File: config.mk
export PLATFORM = sky130hd
export DESIGN_NAME = id_scoreboard
export DESIGN_NICKNAME = d
export VERILOG_FILES = /design/src/rtl/id_scoreboard.sv
export SDC_FILE = /design/constraint.sdc
export NUM_CORES = 1
export LEC_CHECK = 0
export ABC_AREA = 1
export BUFFER_PORTS_ARGS = -buffer_cell sky130_fd_sc_hd__buf_2
export CAP_MARGIN = 10
export CORE_ASPECT_RATIO = 0.7
export CORE_MARGIN = 3
export CORE_UTILIZATION = 45
export CTS_CLUSTER_DIAMETER = 50
export DETAILED_ROUTE_END_ITERATION = 16
export SKIP_LAST_GASP = 1
export SLEW_MARGIN = 30
export SYNTH_ARGS = -nofsm -noshare
export SYNTH_HDL_FRONTEND = slang
export SYNTH_SLANG_ARGS = --single-unit
File: constraint.sdc
create_clock -name clk -period 6.5 [get_ports clk]
set_clock_uncertainty 0.05 [all_clocks]
set_input_delay 0 -clock clk [delete_from_list [all_inputs] [get_ports clk]]
set_output_delay 0 -clock clk [all_outputs]
set_load 0.01 [all_outputs]
File: src/rtl/id_scoreboard.sv
`default_nettype none
// ============================================================================
//  Module      : id_scoreboard
//  Description : Decode-stage register scoreboard. Keeps one pending-write
//                counter per architectural register (r0 excluded) and a
//                global in-flight write counter. Raises a stall (hazard)
//                when a decoded source still has a pending write, or when
//                a new writer would overflow its register counter or the
//                in-flight budget.
//  Ports       :
//    clk, reset                 clock, asynchronous active-high reset
//    id_valid                   decode stage holds a valid instruction
//    id_rj/id_rk, *_used        source register indices and use flags
//    id_wen, id_rd              destination write enable / index
//    exe_ready                  execute stage can accept an instruction
//    wb_valid, wb_rd            one write retires to wb_rd this cycle
//    flush                      discard all in-flight writes
//    id_ready                   decode may hand off to execute this cycle
//    hazard                     RAW or counter-saturation stall present
//    busy                       at least one write pending
//    inflight                   in-flight write count
//    sb_err                     sticky: writeback with no pending write
//  Revision    : 1.0 - initial release
// ============================================================================
module id_scoreboard #(
    parameter int NREG         = 32,
    parameter int CNT_W        = 2,
    parameter int INFLIGHT_MAX = 4
) (
    input  logic       clk,
    input  logic       reset,
    input  logic       id_valid,
    input  logic [4:0] id_rj,
    input  logic [4:0] id_rk,
    input  logic       id_rj_used,
    input  logic       id_rk_used,
    input  logic       id_wen,
    input  logic [4:0] id_rd,
    input  logic       exe_ready,
    input  logic       wb_valid,
    input  logic [4:0] wb_rd,
    input  logic       flush,
    output logic       id_ready,
    output logic       hazard,
    output logic       busy,
    output logic [2:0] inflight,
    output logic       sb_err
);

    localparam logic [CNT_W-1:0] c_cnt_max      = {CNT_W{1'b1}};
    localparam logic [2:0]       c_inflight_max = 3'(INFLIGHT_MAX);

    // Entry 0 exists only to keep indexing simple; it is never written
    // and never read (r0 lookups return zero directly).
    logic [CNT_W-1:0] r_cnt [NREG];
    logic [2:0]       r_inflight;
    logic             r_sb_err;

    logic [CNT_W-1:0] w_cnt_rj;
    logic [CNT_W-1:0] w_cnt_rk;
    logic [CNT_W-1:0] w_cnt_rd;
    logic [CNT_W-1:0] w_cnt_wb;
    logic             w_raw_hit;
    logic             w_sat_hit;
    logic             w_issue;
    logic             w_retire;
    logic             w_orphan_wb;

    // Counter lookup; r0 and any index at or beyond NREG read as zero.
    function automatic logic [CNT_W-1:0] cnt_of(input logic [4:0] idx);
        cnt_of = '0;
        for (int k = 1; k < NREG; k++) begin
            if (idx == 5'(k)) begin
                cnt_of = r_cnt[k];
            end
        end
    endfunction

    always_comb begin
        w_cnt_rj = cnt_of(id_rj);
        w_cnt_rk = cnt_of(id_rk);
        w_cnt_rd = cnt_of(id_rd);
        w_cnt_wb = cnt_of(wb_rd);
    end

    // Stall decisions use registered state only: a writeback in this cycle
    // does not release a dependent instruction until the next cycle.
    assign w_raw_hit = id_valid &
                       ((id_rj_used & (id_rj != 5'd0) & (w_cnt_rj != '0)) |
                        (id_rk_used & (id_rk != 5'd0) & (w_cnt_rk != '0)));

    assign w_sat_hit = id_valid & id_wen & (id_rd != 5'd0) &
                       ((w_cnt_rd == c_cnt_max) | (r_inflight == c_inflight_max));

    assign hazard   = w_raw_hit | w_sat_hit;
    assign id_ready = exe_ready & ~hazard & ~flush & ~reset;

    assign w_issue     = id_valid & id_ready & id_wen & (id_rd != 5'd0);
    assign w_retire    = wb_valid & (wb_rd != 5'd0) & (w_cnt_wb != '0);
    assign w_orphan_wb = wb_valid & (wb_rd != 5'd0) & (w_cnt_wb == '0);

    // Per-register pending-write counters. Issue and retire hitting the
    // same register cancel out; saturation is prevented by w_sat_hit and
    // underflow by the w_retire qualification.
    always_ff @(posedge clk or posedge reset) begin
        if (reset) begin
            for (int k = 0; k < NREG; k++) begin
                r_cnt[k] <= '0;
            end
        end else if (flush) begin
            for (int k = 0; k < NREG; k++) begin
                r_cnt[k] <= '0;
            end
        end else begin
            for (int k = 1; k < NREG; k++) begin
                if (w_issue && (id_rd == 5'(k)) && !(w_retire && (wb_rd == 5'(k)))) begin
                    r_cnt[k] <= r_cnt[k] + CNT_W'(1);
                end else if (w_retire && (wb_rd == 5'(k)) && !(w_issue && (id_rd == 5'(k)))) begin
                    r_cnt[k] <= r_cnt[k] - CNT_W'(1);
                end
            end
        end
    end

    always_ff @(posedge clk or posedge reset) begin
        if (reset) begin
            r_inflight <= 3'd0;
        end else if (flush) begin
            r_inflight <= 3'd0;
        end else if (w_issue && !w_retire) begin
            r_inflight <= r_inflight + 3'd1;
        end else if (w_retire && !w_issue) begin
            r_inflight <= r_inflight - 3'd1;
        end
    end

    // Error flag survives flush; only reset clears it.
    always_ff @(posedge clk or posedge reset) begin
        if (reset) begin
            r_sb_err <= 1'b0;
        end else if (w_orphan_wb) begin
            r_sb_err <= 1'b1;
        end
    end

    assign busy     = (r_inflight != 3'd0);
    assign inflight = r_inflight;
    assign sb_err   = r_sb_err;

endmodule
`default_nettype wire

==> metrics.md, run 1 <==
| Metric | Value |
|---|---|
| Max Cap Viol | 0 |
| Status | complete, no violations |
| CTS Root Cell | clkbuf_16 |
| Clock latency at the later pin of the worst-skew pair | 0.35 ns |
| Layout cells sized above 1 | 0.08088 |
| Max FO, Critical Path | 28 |
| Leak | 4.089 nW |
| H-tree depth | 3 |
| Core Box Area | 16540 sq um |
| Min cycle time layout | 4.891 ns |
| CTS tree | yes |
| Vias per inst | 5.603 |
| Final Non-Filler Cells | 1585 |
| Slew headroom | 0.4415 |
| Die area | 18800 sq um |
| Final critical-path share of the clock period | 0.7524 |
| Largest net degree at the start of global routing | 80 |
| Die Ht | 115.6 microns |
| Worst Setup End Kind | flop |
| RePlAce Congestion | 1.041 |
| Synthesis-to-layout area growth | 7.467% |
| Post-synth EDFFs | 0 |
| Post-Syn Area | 7725 sq um |
| Hold Path Sink | sb_err$_DFFE_PP0P_ |
| Worst-Margin Slew | 0.8377 ns |
| Final setup viols | 0 |
| Layout Utilization | 0.5019 |
| Hold_buf cts | 2 |
| Vias in the first global route | 8067 |
| Min-delay src | wb_rd[3] |
| Cell variety after synth | 46 |
| RSZ-0062 raised after global routing | no |
| Seq. cell area | 1652 sq um |
| Antenna Diode Count | 0 |
| ANT nets after route | 0 |
| Vias post-DR | 8880 |
| Setup CP Type | in -> reg |
| Slew Limit Fails | 0 |
| Hold Path Class | in -> reg |
| Cells after Synth | 1341 |
| R2R cell count | 27 |
| CTS sink count | 66 |
| Port bufs | 35 |
| Most common cell type on the critical path | nand2_1 |
| Avg Cell Area, Syn | 5.761 sq um |
| Top cells by area, synth | dfrtp_1 21%, nand2_1 20%, inv_1 9.2% |
| GRT overflow | 0 |
| Post-Route WL | 30160 microns |
| First-pass GRT wire length | 46240 microns |
| Reg-to-reg endpoint | inflight[2]$_DFFE_PP0P_ |
| Synth warn | 0 |
| Power Dens Cells | 161.1 nW/um^2 |
| Crit path max-delay cell type | inv_1 |
| Placed cell count | 1569 |
| Filler cells | 1742 |
| Async set-or-reset flop fraction in the synthesized netlist | 1.000 |
| Fin. Hold Viols | 0 |
| Area leader, netlist | dfrtp_1 |
| Worst VDD drop | 141.8 uV |
| FMAX | 204.5 MHz |
| Setup tns final | 0 ns |
| Width of the chip | 162.6 microns |
| Total Routing Usage GR | 0.3233 |
| Predominant post-synthesis flop cell | dfrtp_1 |
| Wire length per cell | 19.03 microns |
| Most frequent cells after synthesis | 417 x nand2_1, 190 x inv_1, 165 x nor2_1, 135 x nand3_1, 68 x nand4_1 |
| CTS clock-pin slew for the worst setup and hold paths | 0.06 ns |
| CP peak stage delay | 0.46 ns |
| Yosys reg bits | 66 |
| Residual DRC | 0 |
| Final Net Count | 1387 |
| Clock Tree Buf Depth | 2 |
| Critical R2R Launch | r_cnt[59]$_DFFE_PP0P_ |
| First-pass detailed-route iteration total | 8 |
| Startpoint Class | input pin |
| IO Pins | 36 |
| Most common cell in the netlist | nand2_1 |
| Crit path DAT | 5.07 ns |
| Number of setup buffers added after CTS | 0 |
| CP Data Required Time | 6.68 ns |
| Num CTS Buffers | 9 |
| Hold Path Depth | 5 |
| DPL Wire Length | 23560 microns |
| Initial antenna violation count | 0 |
| Reg2Reg Setup Slack | 1.91 ns |
| Drt initial violations | 1207 |
| Register area share after synthesis | 0.2138 |
| Synth top area share | 0.2138 |
| Multi-input logic area | 5101 sq um |
| Syn nets | 1371 |
| Initial Util | 0.4670 |
| Row cnt | 39 |
| Post-CTS sizing | 0 |
## routing by layer
metal | track usage | up-vias | share of wire
li1 | - | 4345 | -
met1 | 0.4547 | 4056 | 0.46
met2 | 0.4730 | 410 | 0.41
met3 | 0.09432 | 69 | 0.098
met4 | 0.1161 | 0 | 0.033
met5 | 0 | - | 0
## registers in the layout, indices dropped and copies added (netlist names)
signal,flops
inflight,3
r_cnt,62
sb_err,1
## cell usage in the layout, fill, tap and decap left out, drive strengths merged
cell type	instances
a21oi	52
a221oi	2
a31o	1
a31oi	1
and3	3
buf	38
bufinv	1
clkbuf	11
clkinv	4
dfrtp	66
dlygate4sd3	2
fa	1
inv	198
mux2i	1
nand2	419
nand3	151
nand3b	11
nand4	69
nor2	177
nor3	19
nor4	3
o2111ai	1
o211ai	3
o21ai	73
o21bai	2
o22ai	6
o2bb2ai	1
o31ai	1
or2	2
xnor2	5
xor2	36
## where the power goes
part	switching [mW]	internal, mW	leakage [nW]
sequential	0.0479	0.439	0.886
combinational	0.244	0.0973	3.06
clock	0.197	0.312	0.147
## critical path: cells and delay by family
| family | cells | cell delay, ns |
|---|---|---|
| xor gates and xnor gates | 2 | 0.29 |
| adders and majority gates | 1 | 0.24 |
| and+or+nand+nor | 19 | 2.99 |
| buffers and inverters | 4 | 1.18 |
| AOI/OAI and AO/OA | 3 | 0.35 |
## worst max-delay path by stage
| stage | end | startpoint | cells after the start |
|---|---|---|---|
| final | inflight[2]$_DFFE_PP0P_ | wb_rd[4] | 29 |
| after global routing | inflight[2]$_DFFE_PP0P_ | wb_rd[4] | 29 |
| after CTS | inflight[2]$_DFFE_PP0P_ | wb_rd[4] | 29 |
| after detailed placement | inflight[2]$_DFFE_PP0P_ | wb_rd[4] | 29 |
| after global placement | inflight[2]$_DFFE_PP0P_ | wb_rd[4] | 29 |
| after floorplan | inflight[2]$_DFFE_PP0P_ | r_cnt[54]$_DFFE_PP0P_ | 34 |
## cell type report
cell class              instances  area share
clock buffers                  11     0.03044
clock inverters                 3    0.004823
inverters                     200     0.09073
multi-input cells            1040      0.6145
flip-flops and latches         66      0.1989
well taps                     225     0.03391
repair buffers                 40     0.02668
## kinds of logic (layout without fill, tap and decap cells)
group | after synthesis | after routing | share of synthesized area
AND/OR/NAND/NOR | 854 | 854 | 0.5089
AO/OA/AOI/OAI | 143 | 143 | 0.1011
multiplexers | 1 | 1 | 0.001296
flip-flops | 66 | 66 | 0.2138
XOR/XNOR | 41 | 41 | 0.04648
buffers and inverters | 235 | 254 | 0.1259
adder cells (fa/ha/maj) | 1 | 1 | 0.002592
## metrics by stage
step / power, mW / worst slack, ns / hold slack, ns / instance area (sq um)
after global routing: 1.399 / 1.150 / 0.2962 / 8302
after CTS: 1.336 / 1.869 / 0.2137 / 8298
final: 1.337 / 1.609 / 0.2493 / 8302
after global placement: 0.8248 / 1.416 / 0.2935 / 7985
after detailed placement: 0.8238 / 1.523 / 0.3024 / 7985
after floorplan: 0.7036 / 3.391 / 0.1099 / 7725
(Power assumes the default switching activity.)
==> run 2, diff against run 1 <==
==> constraint.sdc (replaced) <==
create_clock -name clk -period 4.2 [get_ports clk]
set_clock_uncertainty 0.05 [all_clocks]
set_input_delay 0 -clock clk [delete_from_list [all_inputs] [get_ports clk]]
set_output_delay 0 -clock clk [all_outputs]
set_load 0.01 [all_outputs]
==> run 2 against run 1 <==
  * Setup slack got worse by 1.4 ns
  * Routed wire length increased by 1.2%
  * Register-to-register slack got worse by 1.7 ns
  * Sequential power increased by 53%
  * Clock power increased by 60%
  * Sequential cell count unchanged
  * Critical path type is now reg -> reg
  * Largest cell class unchanged
  * Largest power group unchanged
  * Highest routed layer unchanged
==> metrics.md, run 2 (synthesized netlist as in run 1, its figures left out) <==
| Metric | Value |
|---|---|
| Vias per inst | 5.607 |
| CTS Root Cell | clkbuf_16 |
| RePlAce Congestion | 1.084 |
| Int Pwr | 1.349 mW |
| Antenna Diode Count | 0 |
| Biggest register | r_cnt |
| Max reg flops | 62 |
| Initial antenna violation count | 0 |
| Highest-count cells in the layout ignoring fill and taps | 415 x nand2_1, 189 x inv_1, 164 x nor2_1 |
| CTS sink count | 66 |
| Clock latency at the later pin of the worst-skew pair | 0.36 ns |
| Synthesis-to-layout area growth | 12.60% |
| Hold Path Class | in -> reg |
| Fin. Hold Viols | 0 |
| Wire length per cell | 18.71 microns |
| Worst-Margin Slew | 0.8487 ns |
| Slew Limit Fails | 0 |
| CP Data Required Time | 4.39 ns |
| Sw frac | 0.3658 |
| Total Routing Usage GR | 0.3256 |
| FMAX | 249.0 MHz |
| Min cycle time layout | 4.015 ns |
| First-pass detailed-route iteration total | 7 |
| Seq pwr share | 0.350 |
| Comb power frac | 0.269 |
| Clock Tree Buf Depth | 2 |
| GRT overflow | 0 |
| Filler cells | 1742 |
| M1 GR Usage | 0.4973 |
| Max FO, Critical Path | 8 |
| Drt initial violations | 1307 |
| IO Pins | 36 |
| RSZ-0062 raised after global routing | no |
| First-pass GRT wire length | 46750 microns |
| Setup tns final | 0 ns |
| Most common cell type on the critical path | nand2_1 |
| Layout cells sized above 1 | 0.1137 |
| Post-Route WL | 30530 microns |
| CTS tree | yes |
| Worst Setup End Kind | flop |
| Largest net degree at the start of global routing | 80 |
| Most Used Layer, Global Route | met1 |
| Final setup viols | 0 |
| CTS clock-pin slew for the worst setup and hold paths | 0.07 ns |
| Die area | 18800 sq um |
| Crit path max-delay cell type | dfrtp_1 |
| Initial Util | 0.4670 |
| Width of the chip | 162.6 microns |
| Core Box Area | 16540 sq um |
| Startpoint Class | flop |
| Vias post-DR | 9150 |
| Leak | 4.323 nW |
| CP peak stage delay | 0.47 ns |
| Status | complete, no violations |
| Vias in the first global route | 8116 |
| Num CTS Buffers | 9 |
| Port bufs | 35 |
| Worst VDD drop | 193.9 uV |
| Switch Pwr | 778.4 uW |
| Row cnt | 39 |
| M3 GR Usage | 0.06967 |
| Commonest non-fill, non-tap cell in the layout | nand2_1 |
| DPL Wire Length | 24460 microns |
| Setup CP Type | reg -> reg |
| Slew headroom | 0.4342 |
| ANT nets after route | 0 |
| Residual DRC | 0 |
| Final critical-path share of the clock period | 0.9561 |
| GR Util met2 | 0.4677 |
| Power Dens Cells | 244.6 nW/um^2 |
| Final Net Count | 1432 |
| Max Cap Viol | 0 |
| Minimum hold slack | 0.2300 ns |
| Die Ht | 115.6 microns |
| H-tree depth | 3 |
| Crit path DAT | 4.20 ns |
| Share of power burned in the clock network | 0.382 |
[run 2: changes by cell type in the layout (fill, tap and decap cells not counted), moves of 2 or more]
cell        previous run  this run
buf_4                  2        45
clkinvlp_4             0         2
nand2_1              417       415
buf_12                 0         3
nand2_2                0         2
[run 2: final timing paths]
kind	startpoint	to	slack [ns]	cells after the start
worst max-delay path	r_cnt[58]$_DFFE_PP0P_	r_cnt[58]$_DFFE_PP0P_	0.18	28
worst min-delay path	id_rd[4]	r_cnt[2]$_DFFE_PP0P_	0.23	6
worst max register to register	r_cnt[58]$_DFFE_PP0P_	r_cnt[58]$_DFFE_PP0P_	0.18	28
worst min register to register	sb_err$_DFFE_PP0P_	sb_err$_DFFE_PP0P_	0.46	1
max in group asynchronous	reset	r_cnt[11]$_DFFE_PP0P_	2.86	4
min in group asynchronous	reset	r_cnt[26]$_DFFE_PP0P_	0.31	3
[run 2: layout make-up]
type | instances | area, sq um | share of cell area
Clock inverter | 4 | 50.05 | 0.005754
Sequential cell | 66 | 1652 | 0.1899
Inverter | 200 | 753.2 | 0.08659
Multi-Input combinational cell | 1040 | 5112 | 0.5877
Clock buffer | 12 | 256.5 | 0.02949
Tap cell | 225 | 281.5 | 0.03236
Timing Repair Buffer | 85 | 593.1 | 0.06818
[run 2: metal layers]
metal | vias to the layer above | part of all wire
li1 | 4447 | -
met1 | 4231 | 0.47
met3 | 42 | 0.11
met5 | - | 0
met2 | 430 | 0.40
met4 | 0 | 0.019
[run 2: stage by stage]
step | area [sq um] | power [mW] | util | setup slack (ns) | instances
floorplan | 7725 | 1.089 | - | 1.091 | 1341
global placement | 8361 | 1.307 | 0.5054 | 0.04003 | 1614
detailed placement | 8361 | 1.306 | 0.5054 | 0.09683 | 1614
CTS | 8687 | 2.125 | 0.5251 | 0.2188 | 1632
global route | 8698 | 2.225 | 0.5258 | 0.01498 | 1632
finish | 8698 | 2.128 | 0.5258 | 0.1845 | 1632
[run 2: worst max-delay path, delay by kind of cell (launching register included)]
family	cells	cell delay, ns
compound gates	1	0.13
flops	1	0.47
simple gates	25	2.85
buf+inv	2	0.40
[run 2: what timing repair did]
item / 4_1_cts / 5_1_grt
hold buffers: 2 / 0
endpoints found under the hold margin: 34 / 0
endpoints found under the setup margin: 0 / 16
buffers inserted: 0 / 0
resized for setup: 0 / 5
[run 2: power groups by stage]
stage	Combinational (mW)	Sequential, mW	Clock (mW)
6_report	0.572	0.744	0.812
5_1_grt	0.621	0.750	0.854
4_1_cts	0.558	0.742	0.825
3_5_place_dp	0.553	0.752	0
3_3_place_gp	0.553	0.754	0
2_1_floorplan	0.355	0.734	0
